[src/rtl/fp_pkg.sv]
// rtl/fp_pkg.sv - shared types and widths for the fp32 normalise/round/pack back end
package fp_pkg;

  localparam int EXP_W  = 8;
  localparam int FRAC_W = 23;
  localparam int BIAS   = 2**(EXP_W-1) - 1;
  localparam int MW     = FRAC_W + 5;

  typedef struct packed {
    logic        sign;
    logic [7:0]  exp;
    logic [22:0] frac;
  } fp32_t;

  typedef enum logic [2:0] {
    IDLE,
    NORM,
    ROUND,
    PACK,
    DONE
  } norm_state_t;

  typedef struct packed {
    logic ovf;
    logic unf;
    logic inexact;
    logic zero;
  } fp_flags_t;

endpackage

[src/rtl/fp32_normalize_pack_if.sv]
// rtl/fp32_normalize_pack_if.sv - operand in / packed result out handshake bundle
interface fp32_normalize_pack_if;
  import fp_pkg::*;

  logic                 in_valid;
  logic                 in_ready;
  logic                 in_sign;
  logic [EXP_W+1:0]     in_exp;
  logic [MW-1:0]        in_mant;
  logic                 out_valid;
  logic                 out_ready;
  logic [31:0]          out_data;
  logic [3:0]           out_flags;

  modport master (
    output in_valid, in_sign, in_exp, in_mant, out_ready,
    input  in_ready, out_valid, out_data, out_flags
  );

  modport slave (
    input  in_valid, in_sign, in_exp, in_mant, out_ready,
    output in_ready, out_valid, out_data, out_flags
  );

endinterface

[src/rtl/fp_round_rne.sv]
// rtl/fp_round_rne.sv - combinational round-to-nearest-even on the extended mantissa
module fp_round_rne
  import fp_pkg::*;
(
  input  logic [MW-1:0] mant_i,
  output logic [MW-1:0] mant_o,
  output logic          carry_o,
  output logic          inexact_o
);

  logic        round_up;
  logic [24:0] sum;

  // G at [2]; round up on G with any sticky bits, or on an exact tie with an odd LSB.
  assign round_up  = mant_i[2] & (mant_i[1] | mant_i[0] | mant_i[3]);
  assign inexact_o = mant_i[2] | mant_i[1] | mant_i[0];
  assign sum       = mant_i[MW-1:3] + 25'(round_up);
  assign carry_o   = sum[24];

  always_comb begin
    mant_o = {sum, 3'b000};
    if (carry_o) begin
      mant_o = {1'b0, sum[24:1], 3'b000};
    end
  end

endmodule

[src/rtl/fp32_normalize_pack.sv]
// rtl/fp32_normalize_pack.sv - iterative normalise, RNE round and binary32 pack FSM
module fp32_normalize_pack
  import fp_pkg::*;
(
  input  logic                   clk,
  input  logic                   rst,
  fp32_normalize_pack_if.slave   bus
);

  localparam logic signed [EXP_W+1:0] EXP_ONE  = (EXP_W+2)'(1);
  localparam logic signed [EXP_W+1:0] EXP_ZERO = '0;
  localparam logic signed [EXP_W+1:0] EXP_MAX  = (EXP_W+2)'(2*BIAS+1);

  norm_state_t              state_q;
  logic                     sign_q;
  logic signed [EXP_W+1:0]  exp_q;
  logic [MW-1:0]            mant_q;
  logic                     zero_q;
  logic                     inexact_q;
  logic                     in_ready_q;
  logic                     out_valid_q;
  fp32_t                    out_data_q;
  fp_flags_t                out_flags_q;

  logic [MW-1:0]            rnd_mant;
  logic                     rnd_carry;
  logic                     rnd_inexact;

  fp_round_rne u_round (
    .mant_i    (mant_q),
    .mant_o    (rnd_mant),
    .carry_o   (rnd_carry),
    .inexact_o (rnd_inexact)
  );

  assign bus.in_ready  = in_ready_q;
  assign bus.out_valid = out_valid_q;
  assign bus.out_data  = out_data_q;
  assign bus.out_flags = out_flags_q;

  always_ff @(posedge clk) begin
    if (rst) begin
      state_q     <= IDLE;
      sign_q      <= 1'b0;
      exp_q       <= '0;
      mant_q      <= '0;
      zero_q      <= 1'b0;
      inexact_q   <= 1'b0;
      in_ready_q  <= 1'b1;
      out_valid_q <= 1'b0;
      out_data_q  <= '0;
      out_flags_q <= '0;
    end else begin
      case (state_q)
        IDLE: begin
          if (bus.in_valid && in_ready_q) begin
            sign_q     <= bus.in_sign;
            exp_q      <= bus.in_exp;
            mant_q     <= bus.in_mant;
            zero_q     <= 1'b0;
            inexact_q  <= 1'b0;
            in_ready_q <= 1'b0;
            state_q    <= NORM;
          end
        end
        NORM: begin
          if (mant_q == '0) begin
            zero_q  <= 1'b1;
            state_q <= PACK;
          end else if (mant_q[MW-1]) begin
            // Carry out of the add: shift right once, folding the lost bit into sticky.
            mant_q  <= {1'b0, mant_q[MW-1:2], mant_q[1] | mant_q[0]};
            exp_q   <= exp_q + EXP_ONE;
            state_q <= ROUND;
          end else if (mant_q[MW-2]) begin
            state_q <= ROUND;
          end else if (exp_q <= EXP_ONE) begin
            state_q <= ROUND;
          end else begin
            mant_q <= {mant_q[MW-2:0], 1'b0};
            exp_q  <= exp_q - EXP_ONE;
          end
        end
        ROUND: begin
          mant_q    <= rnd_mant;
          exp_q     <= exp_q + (EXP_W+2)'(rnd_carry);
          inexact_q <= rnd_inexact;
          state_q   <= PACK;
        end
        PACK: begin
          out_flags_q <= '0;
          if (zero_q) begin
            out_data_q       <= '{sign: sign_q, exp: 8'h00, frac: 23'h0};
            out_flags_q.zero <= 1'b1;
          end else if (exp_q >= EXP_MAX) begin
            out_data_q          <= '{sign: sign_q, exp: 8'hFF, frac: 23'h0};
            out_flags_q.ovf     <= 1'b1;
            out_flags_q.inexact <= 1'b1;
          end else if (exp_q <= EXP_ZERO || !mant_q[MW-2]) begin
            out_data_q          <= '{sign: sign_q, exp: 8'h00, frac: 23'h0};
            out_flags_q.unf     <= 1'b1;
            out_flags_q.zero    <= 1'b1;
            out_flags_q.inexact <= inexact_q;
          end else begin
            out_data_q          <= '{sign: sign_q, exp: exp_q[EXP_W-1:0], frac: mant_q[MW-3:3]};
            out_flags_q.inexact <= inexact_q;
          end
          out_valid_q <= 1'b1;
          state_q     <= DONE;
        end
        DONE: begin
          if (bus.out_ready) begin
            out_valid_q <= 1'b0;
            in_ready_q  <= 1'b1;
            state_q     <= IDLE;
          end
        end
        default: begin
          state_q    <= IDLE;
          in_ready_q <= 1'b1;
        end
      endcase
    end
  end

endmodule

[src/flat_wrapper.sv]
// flat-port wrapper written by rule: the top's interface ports become plain ports
module fp32_normalize_pack_flat import fp_pkg::*;
  (clk, rst, bus_in_valid, bus_in_sign, bus_in_exp, bus_in_mant, bus_out_ready, bus_in_ready, bus_out_valid, bus_out_data, bus_out_flags);
  fp32_normalize_pack_if bus_i ();
  input  logic clk;
  input  logic rst;
  input wire logic [$bits(bus_i.in_valid)-1:0] bus_in_valid;
  input wire logic [$bits(bus_i.in_sign)-1:0] bus_in_sign;
  input wire logic [$bits(bus_i.in_exp)-1:0] bus_in_exp;
  input wire logic [$bits(bus_i.in_mant)-1:0] bus_in_mant;
  input wire logic [$bits(bus_i.out_ready)-1:0] bus_out_ready;
  output wire logic [$bits(bus_i.in_ready)-1:0] bus_in_ready;
  output wire logic [$bits(bus_i.out_valid)-1:0] bus_out_valid;
  output wire logic [$bits(bus_i.out_data)-1:0] bus_out_data;
  output wire logic [$bits(bus_i.out_flags)-1:0] bus_out_flags;
  assign bus_i.in_valid = bus_in_valid;
  assign bus_i.in_sign = bus_in_sign;
  assign bus_i.in_exp = bus_in_exp;
  assign bus_i.in_mant = bus_in_mant;
  assign bus_i.out_ready = bus_out_ready;
  assign bus_in_ready = bus_i.in_ready;
  assign bus_out_valid = bus_i.out_valid;
  assign bus_out_data = bus_i.out_data;
  assign bus_out_flags = bus_i.out_flags;
  fp32_normalize_pack u_core (.clk(clk), .rst(rst), .bus(bus_i));
endmodule
[config.mk]
export PLATFORM = sky130hd
export DESIGN_NAME = fp32_normalize_pack_flat
export DESIGN_NICKNAME = d
export VERILOG_FILES = /design/src/rtl/fp_pkg.sv /design/src/rtl/fp32_normalize_pack_if.sv /design/src/rtl/fp_round_rne.sv /design/src/rtl/fp32_normalize_pack.sv /design/src/flat_wrapper.sv
export SDC_FILE = /design/constraint.sdc
export NUM_CORES = 1
export LEC_CHECK = 0
export ABC_AREA = 1
export BUFFER_PORTS_ARGS = -buffer_cell sky130_fd_sc_hd__buf_2
export CAP_MARGIN = 15
export CORE_MARGIN = 2
export CORE_UTILIZATION = 47
export DETAILED_ROUTE_END_ITERATION = 6
export PLACE_DENSITY = 0.67
export SYNTH_ARGS = -nofsm -noshare
export SYNTH_HDL_FRONTEND = slang
export SYNTH_SLANG_ARGS = --single-unit
[constraint.sdc]
create_clock -name clk -period 3.3 [get_ports clk]
set_input_delay 0.33 -clock clk [delete_from_list [all_inputs] [get_ports clk]]
set_output_delay 0.33 -clock clk [all_outputs]
set_load 0.03 [all_outputs]
# == Yosys cells after proc, flatten, opt, wreduce, memory -nomap -nowiden ==
# Index checks and enable logic that the tools add are counted.
# classes
div,0
n_addsub,4
order_cmp,3
n_bitwise,6
shift,0
mul,0
n_reduce_logical,18
n_eq_ne,11
n_mux,37
# op_table
operator,count
28-bit two-way mux,4
31-bit two-way mux,3
28-bit case mux with 3 select lines,1
27-bit two-way mux,2
10-bit two-way mux,5
10-bit case mux with 3 select lines,1
28-bit zero test,1
25-bit by 1-bit adder with 25-bit output,1
3-bit two-way mux,7
3-bit case mux with 5 select lines,1
3-bit AND reduction,4
10-bit by 1-bit adder with 10-bit output,1
10-bit by 2-bit adder with 10-bit output (second input constant),1
10-bit by 9-bit >= comparator with 1-bit output (second input constant),1
10-bit by 1-bit <= comparator with 1-bit output (second input constant),1
10-bit by 2-bit <= comparator with 1-bit output (second input constant),1
10-bit by 2-bit subtractor with 10-bit output (second input constant),1
1-bit two-way mux,9
3-bit by 2-bit equality test with 1-bit output (second input constant),2
3-bit by 2-bit inequality test with 1-bit output (second input constant),2
1-bit case mux with 2 select lines,3
2-bit AND reduction,3
2-bit nonzero test,3
5-bit by 1-bit inequality test with 1-bit output (second input constant),1
other kinds (15),20
# totals
mem_count,0
mem_bits_rw,0
output_inout_bits,38
regBits,82
mem_bits_ro,0
input_bits,43
latch_bits,0

# == Logic depth before layout (Yosys ltp) ==
# logic_depth
word_depth,6
mapped_depth,22

# == Cells and area by module ==
# From an unflattened synthesis, not the netlist that was laid out.
# unflattened
cells_unflattened,1041
area_unflattened_um2,5994.5
# by_module_without_submodules
module,cells_each,area_per_inst_um2,n_inst
fp32_normalize_pack,816,4912.2,1
fp_round_rne,225,1082.3,1

# == Worst setup path after synthesis ==
# Ideal clock, no wire load.
# synth_timing
kind,reg-to-reg
start,register u_core.mant_q[2]
end,register u_core.exp_q[8]
t_required_ns,3.187
arrival_time_ns,2.461
setup_slack_ns,0.726
setup_time_ns,0.113
stages_incl_launch_ff,23
cell_sequence,dfxtp_1 > nand2_1 > inv_1 > ha_1 > nand2_1 > nor2_2 > nand2_2 > nor2_1 > nand3_1 > nand2_1 > nand2_2 > ha_1 > ha_1 > nand2_1 > inv_1 > nand3_1 > o21ai_0 > nand3_1 > nand2_1 > inv_1 > nand2_1 > nor2_1 > nor2_1
# synth_between
elab_chain_len,4
elab_cells_between_ends,7
cone_classes,add/sub: 2; eq/ne: 1; mux: 1; bitwise: 1; reduce/logical: 2
# synth_lines
element,line_no,text
start: declaration,fp32_normalize_pack.sv:17,logic [MW-1:0] mant_q;
start signal: assignment,fp32_normalize_pack.sv:59,mant_q <= bus.in_mant;
start signal: assignment,fp32_normalize_pack.sv:72,"mant_q <= {1'b0, mant_q[MW-1:2], mant_q[1] | mant_q[0]};"
start signal: assignment,fp32_normalize_pack.sv:80,"mant_q <= {mant_q[MW-2:0], 1'b0};"
1-bit AND,fp_round_rne.sv:15,assign round_up = mant_i[2] & (mant_i[1] | mant_i[0] | mant_i[3]);
25-bit by 1-bit adder with 25-bit output,fp_round_rne.sv:17,assign sum = mant_i[MW-1:3] + 25'(round_up);
10-bit by 1-bit adder with 10-bit output,fp32_normalize_pack.sv:86,exp_q <= exp_q + (EXP_W+2)'(rnd_carry);
10-bit case mux with 3 select lines,fp32_normalize_pack.sv:54,case (state_q)
end signal: assignment,fp32_normalize_pack.sv:58,exp_q <= bus.in_exp;
end signal: assignment,fp32_normalize_pack.sv:81,exp_q <= exp_q - EXP_ONE;
end signal: assignment,fp32_normalize_pack.sv:86,
end: declaration,fp32_normalize_pack.sv:16,logic signed [EXP_W+1:0] exp_q;
# Parallel ways exist; a longest one is shown, timed or not.
# A chain may end at the register's enable or synchronous reset.

# == Worst setup path after layout ==
# Same ends and word-level chain as after synthesis.

==> flow_summary.yaml <==
setup_path:
  start_kind: "register"
  r2r_start: "u_core.mant_q[2]$_SDFFE_PP0P_"
  worstRegToRegCells: 21
  r2r_slack_ns: 0.34
  worstPathMaxFanout: 5
  worst_setup_path_end_kind: "register"
  regToRegEndpoint: "u_core.exp_q[8]$_SDFFE_PP0P_"
  path_class: "reg2reg"
  cp.arrival_ns: 3.26
  required_ns: 3.59
timing:
  slew_violations: 0
  finalCritPeriodShare: 0.898
  finalSetupViolCount: 0
  post-route-min-period_ns: 2.96
  relSlewSlack: 0.518
  finClkSkew_ns: 0.00851
  rsz0062_at_grt: "false"
  fmax_mhz: 337
  hold_viol: 0
  setup-tns-final_ns: 0
  worst_pin_slew_ns: 0.723
global_routing:
  grt_pass1_wl_mm: 29.4
  grt_overflow: 0
  grt_antenna_before_repair: 0
  use_met1: 0.336
  grt_max_degree: 43
  grt_busiest_layer: "met2"
  track_usage: 0.272
  grt_pass1_vias: 6133
  grt_use_met2: 0.471
  met3_usage: 0.0448
logic_synthesis:
  synth_area_um2: 5980
  yosys_register_bits: 82
  yosysTopAreaCellShare: 0.274
  synth_area_leaders: "dfxtp_1 (27%), nand2_1 (27%), nand3_1 (9.6%), nor2_1 (8.8%), a21oi_1 (6.6%)"
  synth_edf_count: 0
  postSynthCellCount: 1073
  synth_fp_nets: 1124
  synth_area_per_cell_um2: 5.58
  synth_area_leader_cell: "dfxtp_1"
  yosysWarningCount: 0
  async_flop_share: 0
  synth_cell_types: 37
  yosysSeqAreaShare: 0.274
  synth_most_common_cell: "nand2_1"
  synth_top_flop_cell: "dfxtp_1"
  synth_top_cells_by_count: "nand2_1 (427), nor2_1 (141), nand3_1 (115)"
hold_path:
  worstHoldPathType: "in2reg"
  min-delay-start: "bus_in_sign"
  hold_end: "u_core.sign_q$_SDFFE_PP0P_"
  hold-path-cell-count: 3
route:
  avgRoutedWirePerCell_um: 13.9
  via_per_inst: 5.22
  drt-initial-drc-count: 530
  detailroute.via_count: 6799
  drt_first_pass_iters: 5
  ant_nets: 0
  drt_wl_total_mm: 18.1
  drc: 0
clock_tree:
  clk_path_buf_depth: 2
  cts_resized: 0
  cts.hold.buffers_added: 0
  postCtsSetupBuffers: 0
  cts_buffers: 9
  clock_latency_ns: 0.35
  cts_root_buf: "clkbuf_16"
  cts.htree.levels: 3
  cts_tree: "done"
  cts.clk_slew.worst_paths_ns: 0.07
  clock_sink_count: 82
pwr:
  p_sw_frac: 0.512
  power_frac_comb: 0.548
  p_leak_nw: 3.36
  clockPowerShare: 0.198
  internal-power_w: 0.00283
  seqPwrFrac: 0.254
  ir_drop_mv: 0.448
  p_sw_w: 0.00297
  p_per_area_nw_per_um2: 854
placed_design:
  dp.cells: 1286
  dpl.hpwl_mm: 12.9
  port_buffers: 80
  place_congestion: 0.945
floorplan:
  die_w_um: 117
  core_area_um2: 12500
  ios: 81
  initial_core_util: 0.478
  die_area_um2: 13600
  die_h_um: 117
  num_rows: 41
run:
  cap_violations: 0
layout:
  n_antenna_cell: 0
  drive_gt1_frac: 0.133
  multiInputGateArea_um2: 3820
  nets: 1176
  n_fill_cell: 1399
  area_growth_syn_to_layout_pct: 13.6
  regArea_um2: 1640
  layoutNonFillerInstCount: 1302
status:
  status: "completed"
[final cells by class]
cell class                 instances  area share
timing repair buffer              93      0.0733
multi-input combinational        863       0.562
clock inverter                     7      0.0158
tap                              172      0.0317
clock buffer                       9      0.0331
inverter                          76      0.0420
sequential                        82       0.242
[power groups by stage]
stage / clock (W) / combinational [W] / sequential, W
after global placement: 0 / 0.00312 / 0.00148
after CTS: 0.00117 / 0.00315 / 0.00146
after floorplan: 0 / 0.00247 / 0.00140
after detailed placement: 0 / 0.00313 / 0.00148
after global routing: 0.00121 / 0.00360 / 0.00150
final: 0.00115 / 0.00318 / 0.00147
[flip-flops by register name (all words and copies together), names as in the netlist]
name / count
u_core.bus.in_ready: 1
u_core.bus.out_data: 32
u_core.bus.out_flags: 4
u_core.bus.out_valid: 1
u_core.exp_q: 10
u_core.inexact_q: 1
u_core.mant_q: 28
u_core.sign_q: 1
u_core.state_q: 3
u_core.zero_q: 1
[per-stage QoR]
stage	hold slack (ns)	setup slack, ns	utilization	power [W]	area (um^2)
finish	0.205	0.336	0.543	0.00580	6790
CTS	0.204	0.364	0.543	0.00578	6790
detailed placement	0.437	0.454	0.516	0.00461	6460
global placement	0.436	0.561	0.516	0.00460	6460
floorplan	0.421	0.726	-	0.00387	5980
global route	0.211	0.0135	0.543	0.00631	6790
[cells in the final DEF (no fill, tap or decap), types with 2 or more instances in the layout]
cell,netlist,final
nand3_2,6,6
buf_2,17,80
buf_4,3,13
nand2_2,8,8
nor3_1,7,7
ha_1,8,8
xor2_1,6,6
nor2_2,7,7
o21ai_1,8,8
o21ai_0,23,23
bufinv_16,0,2
nand2_1,427,427
dfxtp_1,82,82
inv_8,0,2
nand4_1,7,7
nor2_1,141,141
clkbuf_16,0,9
o211ai_1,3,3
o22ai_1,2,2
a221oi_1,2,2
inv_1,59,59
nand3_1,115,115
a21oi_1,79,79
inv_2,17,17
[metal layers]
| metal | vias to the layer above | wire length, um |
|---|---|---|
| met5 | - | 0 |
| met4 | 0 | 532 |
| met3 | 38 | 958 |
| met2 | 202 | 8540 |
| met1 | 3028 | 8090 |
| li1 | 3531 | - |
[cell families (layout without fill, tap and decap cells)]
group,count (synthesis),in the layout,share of synthesized area
fa+ha+maj,8,8,0.0167
simple gates,724,724,0.501
flops,82,82,0.274
buf+inv,128,185,0.0870
xor+xnor,7,7,0.0102
compound gates,124,124,0.111
[how the worst max path moves through the flow]
stage                                              from                      endpoint  cells past startpoint
after CTS                 u_core.mant_q[2]$_SDFFE_PP0P_  u_core.exp_q[8]$_SDFFE_PP0P_                     21
after global routing      u_core.mant_q[2]$_SDFFE_PP0P_  u_core.exp_q[8]$_SDFFE_PP0P_                     21
final                     u_core.mant_q[2]$_SDFFE_PP0P_  u_core.exp_q[8]$_SDFFE_PP0P_                     21
after detailed placement  u_core.mant_q[2]$_SDFFE_PP0P_  u_core.exp_q[8]$_SDFFE_PP0P_                     21
after global placement    u_core.mant_q[2]$_SDFFE_PP0P_  u_core.exp_q[8]$_SDFFE_PP0P_                     22
after floorplan           u_core.mant_q[2]$_SDFFE_PP0P_  u_core.exp_q[8]$_SDFFE_PP0P_                     22
[critical path, cell delays in order (launching register included)]
cell and delay [ns]:
dfxtp_1 0.38, nand2_1 0.12, inv_1 0.07, ha_1 0.19, nand2_1 0.09, nor2_2 0.20
nand2_2 0.13, nor2_1 0.24, nand4_1 0.14, nand2_2 0.12, ha_1 0.16, ha_1 0.18
nand2_1 0.12, inv_1 0.12, nand3_1 0.09, o21ai_0 0.16, nand3_1 0.08, nand2_1 0.08
inv_1 0.04, nand2_1 0.05, nor2_1 0.04, nor2_1 0.10
Power figures use the tool's default switching activity.
